==> src/rtl/param_nibble_core_if.sv <==
// Program-memory port of the nibble core: read strobe, address and returned instruction word.
// Latency: the slave returns imem_data exactly one cycle after a cycle with imem_en high.
// Backpressure: none; the slave must always answer, the core throttles itself through its run gate.
interface param_nibble_core_if #(
  parameter int PC_W    = 5,
  parameter int INSTR_W = 24
);
  logic               imem_en;
  logic [PC_W-1:0]    imem_addr;
  logic [INSTR_W-1:0] imem_data;

  // Core side: drives the fetch strobe/address, consumes the instruction word.
  modport master (
    output imem_en,
    output imem_addr,
    input  imem_data
  );

  // Memory side: sees the fetch request, returns the instruction word.
  modport slave (
    input  imem_en,
    input  imem_addr,
    output imem_data
  );
endinterface

==> src/rtl/param_nibble_core.sv <==
// Multicycle accumulator core: FETCH/DECODE/EXECUTE/WRITE over external program memory, internal data RAM.
// Latency: 4 cycles per instruction once run_i is seen high in FETCH; results visible after the WRITE edge.
// Backpressure: run_i low in FETCH stalls indefinitely; an instruction already fetched always completes.
module param_nibble_core #(
  parameter int DATA_W = 8,
  parameter int ADDR_W = 5,
  parameter int PC_W   = 5
) (
  input  logic                 clk_i,
  input  logic                 rst_ni,
  input  logic                 run_i,
  param_nibble_core_if.master  imem,
  output logic [DATA_W-1:0]    r_o,
  output logic [PC_W-1:0]      pc_o,
  output logic                 zf_o,
  output logic                 cf_o,
  output logic                 halted_o
);

  localparam int INSTR_W = 3 + ADDR_W + 2 * DATA_W;
  localparam int DEPTH   = 1 << ADDR_W;

  typedef enum logic [2:0] {
    S_FETCH   = 3'd0,
    S_DECODE  = 3'd1,
    S_EXECUTE = 3'd2,
    S_WRITE   = 3'd3,
    S_HALT    = 3'd4
  } state_e;

  typedef enum logic [2:0] {
    OP_ADD   = 3'd0,
    OP_LDADD = 3'd1,
    OP_SUB   = 3'd2,
    OP_LDSUB = 3'd3,
    OP_STORE = 3'd4,
    OP_JMP   = 3'd5,
    OP_JZ    = 3'd6,
    OP_HALT  = 3'd7
  } op_e;

  state_e               state_q;
  logic [INSTR_W-1:0]   ir_q;
  logic [DATA_W-1:0]    r_q;
  logic [PC_W-1:0]      pc_q;
  logic                 zf_q;
  logic                 cf_q;
  logic                 halted_q;

  // Data RAM: no reset, contents survive a core reset.
  logic [DATA_W-1:0]    mem_q [DEPTH];
  logic [DATA_W-1:0]    rdata_q;

  // Instruction fields, MSB to LSB: op, addr, x, y.
  op_e                  op_w;
  logic [ADDR_W-1:0]    addr_w;
  logic [DATA_W-1:0]    x_w;
  logic [DATA_W-1:0]    y_w;

  // ALU and sequencing next values.
  logic                 is_load_d;
  logic                 is_sub_d;
  logic [DATA_W-1:0]    opa_d;
  logic [DATA_W-1:0]    opb_d;
  logic [DATA_W:0]      sum_d;
  logic [DATA_W-1:0]    res_d;
  logic                 carry_d;
  logic                 zero_d;
  logic [PC_W-1:0]      pc_inc_d;
  logic [PC_W-1:0]      jmp_tgt_d;

  assign op_w   = op_e'(ir_q[INSTR_W-1 -: 3]);
  assign addr_w = ir_q[2*DATA_W +: ADDR_W];
  assign x_w    = ir_q[DATA_W +: DATA_W];
  assign y_w    = ir_q[0 +: DATA_W];

  // Fetch strobe follows run only while waiting in FETCH; forced low while reset is held.
  assign imem.imem_en   = rst_ni && (state_q == S_FETCH) && run_i;
  assign imem.imem_addr = pc_q;

  assign r_o      = r_q;
  assign pc_o     = pc_q;
  assign zf_o     = zf_q;
  assign cf_o     = cf_q;
  assign halted_o = halted_q;

  // Shared adder: subtraction is A + ~X + 1, carry out doubles as not-borrow.
  always_comb begin
    is_load_d = (op_w == OP_LDADD) || (op_w == OP_LDSUB);
    is_sub_d  = (op_w == OP_SUB)   || (op_w == OP_LDSUB);
    opa_d     = is_load_d ? rdata_q : y_w;
    opb_d     = is_sub_d ? ~x_w : x_w;
    sum_d     = {1'b0, opa_d} + {1'b0, opb_d} + (DATA_W+1)'(is_sub_d);
    res_d     = sum_d[DATA_W-1:0];
    carry_d   = sum_d[DATA_W];
    zero_d    = (res_d == '0);
    pc_inc_d  = pc_q + PC_W'(1);
    jmp_tgt_d = y_w[PC_W-1:0];
  end

  // Data RAM port: read issued in EXECUTE (data used in WRITE); STORE writes r in the same cycle.
  // A reset forces state_q to FETCH asynchronously, which also suppresses any pending write.
  always_ff @(posedge clk_i) begin
    if (state_q == S_EXECUTE) begin
      if (op_w == OP_STORE) begin
        mem_q[addr_w] <= r_q;
      end
      rdata_q <= mem_q[addr_w];
    end
  end

  // Control FSM with all architectural state registered here.
  always_ff @(posedge clk_i or negedge rst_ni) begin
    if (!rst_ni) begin
      state_q  <= S_FETCH;
      ir_q     <= '0;
      r_q      <= '0;
      pc_q     <= '0;
      zf_q     <= 1'b0;
      cf_q     <= 1'b0;
      halted_q <= 1'b0;
    end else begin
      case (state_q)
        S_FETCH: begin
          if (run_i) begin
            state_q <= S_DECODE;
          end
        end
        S_DECODE: begin
          ir_q    <= imem.imem_data;
          state_q <= S_EXECUTE;
        end
        S_EXECUTE: begin
          state_q <= S_WRITE;
        end
        S_WRITE: begin
          state_q <= S_FETCH;
          case (op_w)
            OP_ADD, OP_LDADD, OP_SUB, OP_LDSUB: begin
              r_q  <= res_d;
              cf_q <= carry_d;
              zf_q <= zero_d;
              pc_q <= pc_inc_d;
            end
            OP_STORE: begin
              pc_q <= pc_inc_d;
            end
            OP_JMP: begin
              pc_q <= jmp_tgt_d;
            end
            OP_JZ: begin
              // Tests the flag left by the previous ALU op.
              pc_q <= zf_q ? jmp_tgt_d : pc_inc_d;
            end
            OP_HALT: begin
              halted_q <= 1'b1;
              state_q  <= S_HALT;
            end
            default: begin
              pc_q <= pc_inc_d;
            end
          endcase
        end
        S_HALT: begin
          state_q <= S_HALT;
        end
        default: begin
          state_q <= S_FETCH;
        end
      endcase
    end
  end

endmodule

==> src/flat_wrapper.sv <==
// flat-port wrapper written by rule: the top's interface ports become plain ports
module param_nibble_core_flat 
#(
  parameter int DATA_W = 8,
  parameter int ADDR_W = 5,
  parameter int PC_W   = 5
)
  (clk_i, rst_ni, run_i, r_o, pc_o, zf_o, cf_o, halted_o, imem_imem_en, imem_imem_addr, imem_imem_data);
  param_nibble_core_if #(.PC_W(PC_W), .INSTR_W((3 + (5) + 2 * (8)))) imem_i ();
  input  logic clk_i;
  input  logic rst_ni;
  input  logic run_i;
  output logic [DATA_W-1:0] r_o;
  output logic [PC_W-1:0] pc_o;
  output logic zf_o;
  output logic cf_o;
  output logic halted_o;
  output wire logic [$bits(imem_i.imem_en)-1:0] imem_imem_en;
  output wire logic [$bits(imem_i.imem_addr)-1:0] imem_imem_addr;
  input wire logic [$bits(imem_i.imem_data)-1:0] imem_imem_data;
  assign imem_imem_en = imem_i.imem_en;
  assign imem_imem_addr = imem_i.imem_addr;
  assign imem_i.imem_data = imem_imem_data;
  param_nibble_core #(.DATA_W(DATA_W), .ADDR_W(ADDR_W), .PC_W(PC_W)) u_core (.clk_i(clk_i), .rst_ni(rst_ni), .run_i(run_i), .imem(imem_i), .r_o(r_o), .pc_o(pc_o), .zf_o(zf_o), .cf_o(cf_o), .halted_o(halted_o));
endmodule
==> config.mk <==
export PLATFORM = sky130hd
export DESIGN_NAME = param_nibble_core_flat
export DESIGN_NICKNAME = d
export VERILOG_FILES = /design/src/rtl/param_nibble_core_if.sv /design/src/rtl/param_nibble_core.sv /design/src/flat_wrapper.sv
export SDC_FILE = /design/constraint.sdc
export NUM_CORES = 1
export LEC_CHECK = 0
export CAP_MARGIN = 0
export CORE_AREA = 5 5 205 148
export CTS_CLUSTER_SIZE = 30
export DETAILED_ROUTE_END_ITERATION = 10
export DIE_AREA = 0 0 210 153
export PLACE_DENSITY = 0.7
export SETUP_SLACK_MARGIN = 0.5
export SLEW_MARGIN = 20
export SYNTH_ARGS = -nofsm -noshare
export SYNTH_HDL_FRONTEND = slang
export SYNTH_SLANG_ARGS = --single-unit
==> constraint.sdc <==
create_clock -name clk_i -period 3 [get_ports clk_i]
set_clock_uncertainty 0.15 [all_clocks]
set_input_delay 0.6 -clock clk_i [delete_from_list [all_inputs] [get_ports clk_i]]
set_output_delay 0.6 -clock clk_i [all_outputs]
set_load 0.01 [all_outputs]
# --- Yosys cells after proc, flatten, opt, wreduce, memory -nomap -nowiden ---
# Memory sizes are Yosys's and may differ from the RTL's. A register that Yosys moved wholly into a read port is not among the register bits.
# Cells that the tools add are included.
op_classes:
  mux: 10
  addsub: 3
  n_eq_ne: 12
  reduce_logical: 13
  bitwise_logic: 1
ops:
  columns: ["cell", "count"]
  rows:
  - ["$mux 8", 2]
  - ["$eq 3x3->1 const B", 5]
  - ["$pmux 3 s5", 1]
  - ["$pmux 5 s3", 1]
  - ["$eq 3x2->1 const B", 4]
  - ["$add 8x8->9", 1]
  - ["$add 9x1->9", 1]
  - ["$logic_not 8->1", 1]
  - ["$not 8->8", 1]
  - ["$eq 3x1->1 const B", 2]
  - ["$logic_not 3->1", 2]
  - ["$mux 3", 2]
  - ["$reduce_and 2->1", 3]
  - ["$add 5x1->5 const B", 1]
  - ["$mux 5", 1]
  - ["$reduce_or 5->1", 1]
  - ["$reduce_or 4->1", 1]
  - ["$mux 1", 3]
  - ["$reduce_bool 3->1", 1]
  - ["$logic_and 1x1->1", 2]
  - ["$logic_or 1x1->1", 2]
  - ["$ne 2x2->1 const B", 1]
word_totals:
  memories: 1
  ff_bits: 43
  mem_bits_rw: 256
  input_bits: 27
  elab_cells: 47
memory_table:
  columns: ["name", "words", "word_bits", "read_ports", "rd_ports_with_merged_regs", "wr", "line_no", "rtl"]
  rows:
  - ["u_core.mem_q", 32, 8, 1, 1, 1, "param_nibble_core.sv:51", "logic [DATA_W-1:0] mem_q [DEPTH];"]

# --- Longest topological paths before layout ---
logic_depth:
  word_depth: 6
  depth_mapped: 12
  depth_no_buf: 10

# --- Least setup slack after synthesis ---
# OpenSTA, ideal clock, no wires.
synth_path:
  path_kind: "reg2reg"
  from: "register u_core.ir_q[23]"
  to: "register u_core.zf_q, in the netlist u_core.zf_o"
  t_arrival_ns: 2.677
  synth_period_minus_slack_ns: 2.931
  stages_incl_launch_ff: 13
  slack_ns: 0.069
  cell_sequence: "dfrtp_1 -> buf_6 -> nand2b_4 -> buf_6 -> o22ai_2 -> a31o_2 -> fa_1 -> a21o_1 -> a311o_1 -> a21oi_1 -> xor2_1 -> nand2_1 -> o41ai_2"
synth_via:
  elab_chain_cells: 6
synth_rtl:
  columns: ["item", "line_no", "rtl"]
  rows:
  - ["start, declared", "param_nibble_core.sv:43", "logic [INSTR_W-1:0] ir_q;"]
  - ["start signal, assigned", "param_nibble_core.sv:130", "ir_q <= imem.imem_data;"]
  - ["$eq 3x1->1, or another cell as far along", "param_nibble_core.sv:89, param_nibble_core.sv:138", null]
  - ["$logic_or 1x1->1, on equally long branches", "param_nibble_core.sv:89, param_nibble_core.sv:90", null]
  - ["$mux 8, on equally long branches", "param_nibble_core.sv:91, param_nibble_core.sv:92", null]
  - ["$add 8x8->9", "param_nibble_core.sv:93", "sum_d = {1'b0, opa_d} + {1'b0, opb_d} + (DATA_W+1)'(is_sub_d);"]
  - ["$add 9x1->9", "param_nibble_core.sv:93", null]
  - ["$logic_not 8->1", "param_nibble_core.sv:96", "zero_d = (res_d == '0);"]
  - ["end signal, assigned", "param_nibble_core.sv:142", "zf_q <= zero_d;"]
  - ["end, declared", "param_nibble_core.sv:46", "logic zf_q;"]
# Several ways; a longest one is shown, not always the timed one.
# A chain may end at the register's enable or synchronous reset.

# --- Worst setup path after layout ---
# Same ends and word-level chain as after synthesis.

==> summary.md <==
| Metric | Value |
|---|---|
| Pre-CTS setup slack | `0.214 ns` |
| Worst-path clk slew | `0.07 ns` |
| Reg-to-Reg End | `u_core.zf_o` |
| Vias in the first global route | `6,947` |
| Layout Utilization | `0.534` |
| Worst-path cell chain | `nand2b_4 -> buf_4 -> xnor2_2 -> fa_2 -> a21o_1 -> a311o_1 -> a21oi_2 -> xor2_1 -> nand2_1 -> o41ai_2` |
| Syn Inst Count | `684` |
| Finish-stage setup viols | `0` |
| Initial drt markers | `680` |
| Vias per inst | `5.65` |
| CP Class | `reg2reg` |
| Post-Synth Adder-Cell Area | `0.00966` |
| Deepest clock path buffer count | `3` |
| Fin crit period | `2.76 ns` |
| Worst slew pin tran | `0.730 ns` |
| DIE HEIGHT | `153 um` |
| Reg2Reg Depth | `10` |
| Starting Density | `0.440` |
| Reg-to-Reg Start | `u_core.ir_q[23]` |
| Psw | `5.84 mW` |
| Post-DP HPWL | `19,100 um` |
| Final Hold Vio Count | `0` |
| Post-synth EDFFs | `264` |
| Gr usage total | `0.180` |
| Area growth, synth to finish | `21.2%` |
| Antenna diodes | `0` |
| Ratio of cells with drive above 1 in the final layout | `0.326` |
| Synth warnings | `0` |
| NumNets Final | `850` |
| Clock Sinks | `307` |
| Int Power | `10.8 mW` |
| Syn Nets | `720` |
| Logic gate share of total power | `0.417` |
| Post-synthesis xor/xnor area fraction | `0.00986` |
| Syn_area_per_cell | `18.2 um2` |
| Crit-path slowest cell | `dfrtp_2` |
| Seq pwr share | `0.373` |
| Setup_tns | `0 ns` |
| Core footprint | `0.0282 mm2` |
| DR WL/cell | `24.0 um` |
| Drt drc | `0` |
| Critical Path Source Type | `flip-flop` |
| Die width | `210 um` |
| Post-synthesis cell type count | `48` |
| Crit-path max FO | `7` |
| GRT overflow | `0` |
| Max cap viols | `0` |
| Largest net degree at the start of global routing | `44` |
| Post-Route WL | `29,200 um` |
| H-tree depth | `1` |
| Number of synthesized register bits | `307` |
| Fmax | `362 MHz` |
| CTS tree | `yes` |
| Clk pwr share | `0.210` |
| Num rows | `52` |
| First-pass GRT wire length | `43,900 um` |
| Crit-path max cell delay | `0.44 ns` |
| Outcome | `complete, no violations` |
| P per Cell Area | `1100 mW/mm2` |
| Routed Antenna Nets | `0` |
| DIE AREA | `0.0321 mm2` |
| Main combinational cell family by area after synthesis | `multiplexers` |
| Initial antenna violation count | `0` |
| Hold Crit Class | `in2async` |
| Register Area | `0.00902 mm2` |
| RSZ-0062 raised after global routing | `true` |
| Post-synthesis mux area share | `0.142` |
| Via Count | `6,869` |
| Synth Flop Type | `edfxtp_1` |
| Slew Limit Fails | `0` |
| I/O Buffers | `48` |
| IO Count | `49` |
| Worst-Skew Late Latency | `0.58 ns` |
| Filler cells | `2,220` |
| Crit. End Element | `flip-flop` |
| Cell area after synthesis | `0.0124 mm2` |
| Slew HR | `0.511` |
| Net Sw Frac | `0.352` |
| CTS root buf | `clkbuf_16` |
| Peak supply drop | `0.000664 V` |
| Area of the multi-input gates | `0.00342 mm2` |
| Critical Path RT | `3.31 ns` |
| CP arrival | `3.07 ns` |
| Pleak | `5.17 nW` |
| Sequential share of the synthesized area | `0.724` |
| GPL Wtd Cong | `0.822` |
| Final Cycle Share | `0.920` |
| DR pass1 iterations | `5` |
| Inserted Clock Buffers | `29` |
| Simple-Gate Fraction of Synth Area | `0.0593` |
| R2r setup slk | `0.24 ns` |
| Synth Area in Compound Gates | `0.0387` |
| Setup WS post-layout | `0.240 ns` |
| FFs w/ async S/R, synth | `0.140` |
Yosys cell counts (3+ instances only):
library cell | count | area, um2
or3_1 | 3 | 18.8
edfxtp_1 | 264 | 7930
buf_4 | 5 | 37.5
nand4_1 | 8 | 50.1
ha_1 | 8 | 100
a22oi_1 | 32 | 240
buf_1 | 7 | 26.3
nand3b_1 | 3 | 22.5
o21ai_0 | 7 | 35.0
nand2_1 | 54 | 203
dfrtp_1 | 43 | 1080
nand2b_1 | 3 | 18.8
xnor2_1 | 12 | 105
and2_1 | 5 | 31.3
buf_6 | 3 | 33.8
or2_2 | 4 | 25.0
clkbuf_1 | 15 | 56.3
inv_1 | 5 | 18.8
mux4_2 | 64 | 1440
mux2i_1 | 4 | 40.0
nor2b_1 | 4 | 25.0
buf_2 | 7 | 35.0
nor2_1 | 51 | 191
a21oi_1 | 8 | 40.0
mux2_2 | 25 | 282
nand3_1 | 8 | 40.0
cells by family after synthesis:
kind of cell    after synthesis
flops                       307
mux                          93
simple gates                156
xor+xnor                     14
compound gates               63
fa+ha+maj                     9
buf+inv                      42
layout by cell type (no fill, tap or decap), types with 3 or more instances in the layout:
master           instances
nand2b_4                 3
nand2_2                  6
and2_1                   5
nand2_1                 48
buf_4                   80
nand3b_1                 3
ha_1                     4
clkinv_1                 3
nor2b_1                  4
clkbuf_1                 6
nor2_1                  49
edfxtp_1               264
clkbuf_16               30
clkdlybuf4s50_1         46
buf_12                   4
dfrtp_1                 33
nand2b_1                 3
mux2_2                  23
xnor2_1                  9
inv_1                    5
ha_4                     3
or2_2                    4
a22oi_2                  4
a22oi_1                 28
mux4_2                  64
mux2i_1                  4
nand4_1                  8
clkinv_2                 6
nand3_1                  7
dfrtp_2                  8
o21ai_0                  5
a21oi_1                  7
clkbuf_8                 4
power groups by stage:
stage | Clock, mW | Sequential [mW] | Combinational (mW)
floorplan | 0 | 6.14 | 3.81
global placement | 0 | 6.23 | 5.70
detailed placement | 0 | 6.23 | 5.81
CTS | 3.55 | 6.17 | 6.46
global route | 3.74 | 6.23 | 7.41
finish | 3.48 | 6.19 | 6.93
state kept, by name, summed over array words and instances, names as in the netlist:
name,count
u_core.mem_q,256
u_core.ir_q,24
u_core.r_o,8
u_core.rdata_q,8
u_core.imem.imem_addr,5
u_core.state_q,3
u_core.cf_o,1
u_core.halted_o,1
u_core.zf_o,1
metrics by stage:
stage	std cells	cell area, um2	hold slack (ns)	power [mW]
final	1215	15100	0.0729	16.6
after global routing	1215	15100	0.0952	17.4
after CTS	1201	14900	0.0657	16.2
after detailed placement	1133	13700	0.306	12.0
after global placement	1133	13700	0.300	11.9
after floorplan	684	12500	0.154	9.95
area by class of cell:
class | count | share of cell area
clock buffer | 39 | 0.0533
clock inverter | 15 | 0.00698
inverter | 5 | 0.00125
multi-input combinational | 336 | 0.227
sequential | 307 | 0.599
tap | 378 | 0.0314
timing repair buffer | 135 | 0.0811
worst max-delay path by stage:
stage / from / end / slack (ns) / depth (start not counted)
floorplan: u_core.ir_q[23] / u_core.zf_o / 0.41 / 12
global placement: u_core.ir_q[23] / u_core.zf_o / 0.26 / 10
detailed placement: u_core.ir_q[23] / u_core.zf_o / 0.21 / 10
CTS: u_core.state_q[0] / imem_imem_en / 0.33 / 4
global route: u_core.ir_q[23] / u_core.zf_o / 0.16 / 10
finish: u_core.ir_q[23] / u_core.zf_o / 0.24 / 10
what timing repair did:
action / 4_1_cts / 5_1_grt
buffers inserted: 13 / 13
cloned: 1 / 1
pin swaps: 11 / 7
hold buffers: 0 / 0
resized for setup: 34 / 15
setup endpoints to repair: 7 / 268
critical path: cells and delay by family (launching register included):
kind | cells | cell delay [ns]
compound gates | 4 | 0.88
xor+xnor | 2 | 0.38
fa+ha+maj | 1 | 0.36
buf+inv | 1 | 0.16
flops | 1 | 0.44
simple gates | 2 | 0.29
layer usage:
metal,GRT usage,part of all wire,vias up
li1,-,-,2985
met1,0.279,0.44,3546
met2,0.257,0.44,293
met3,0.0535,0.099,45
met4,0.0348,0.016,0
met5,0,0,-
Note: power is estimated with default switching activity, not from simulation.
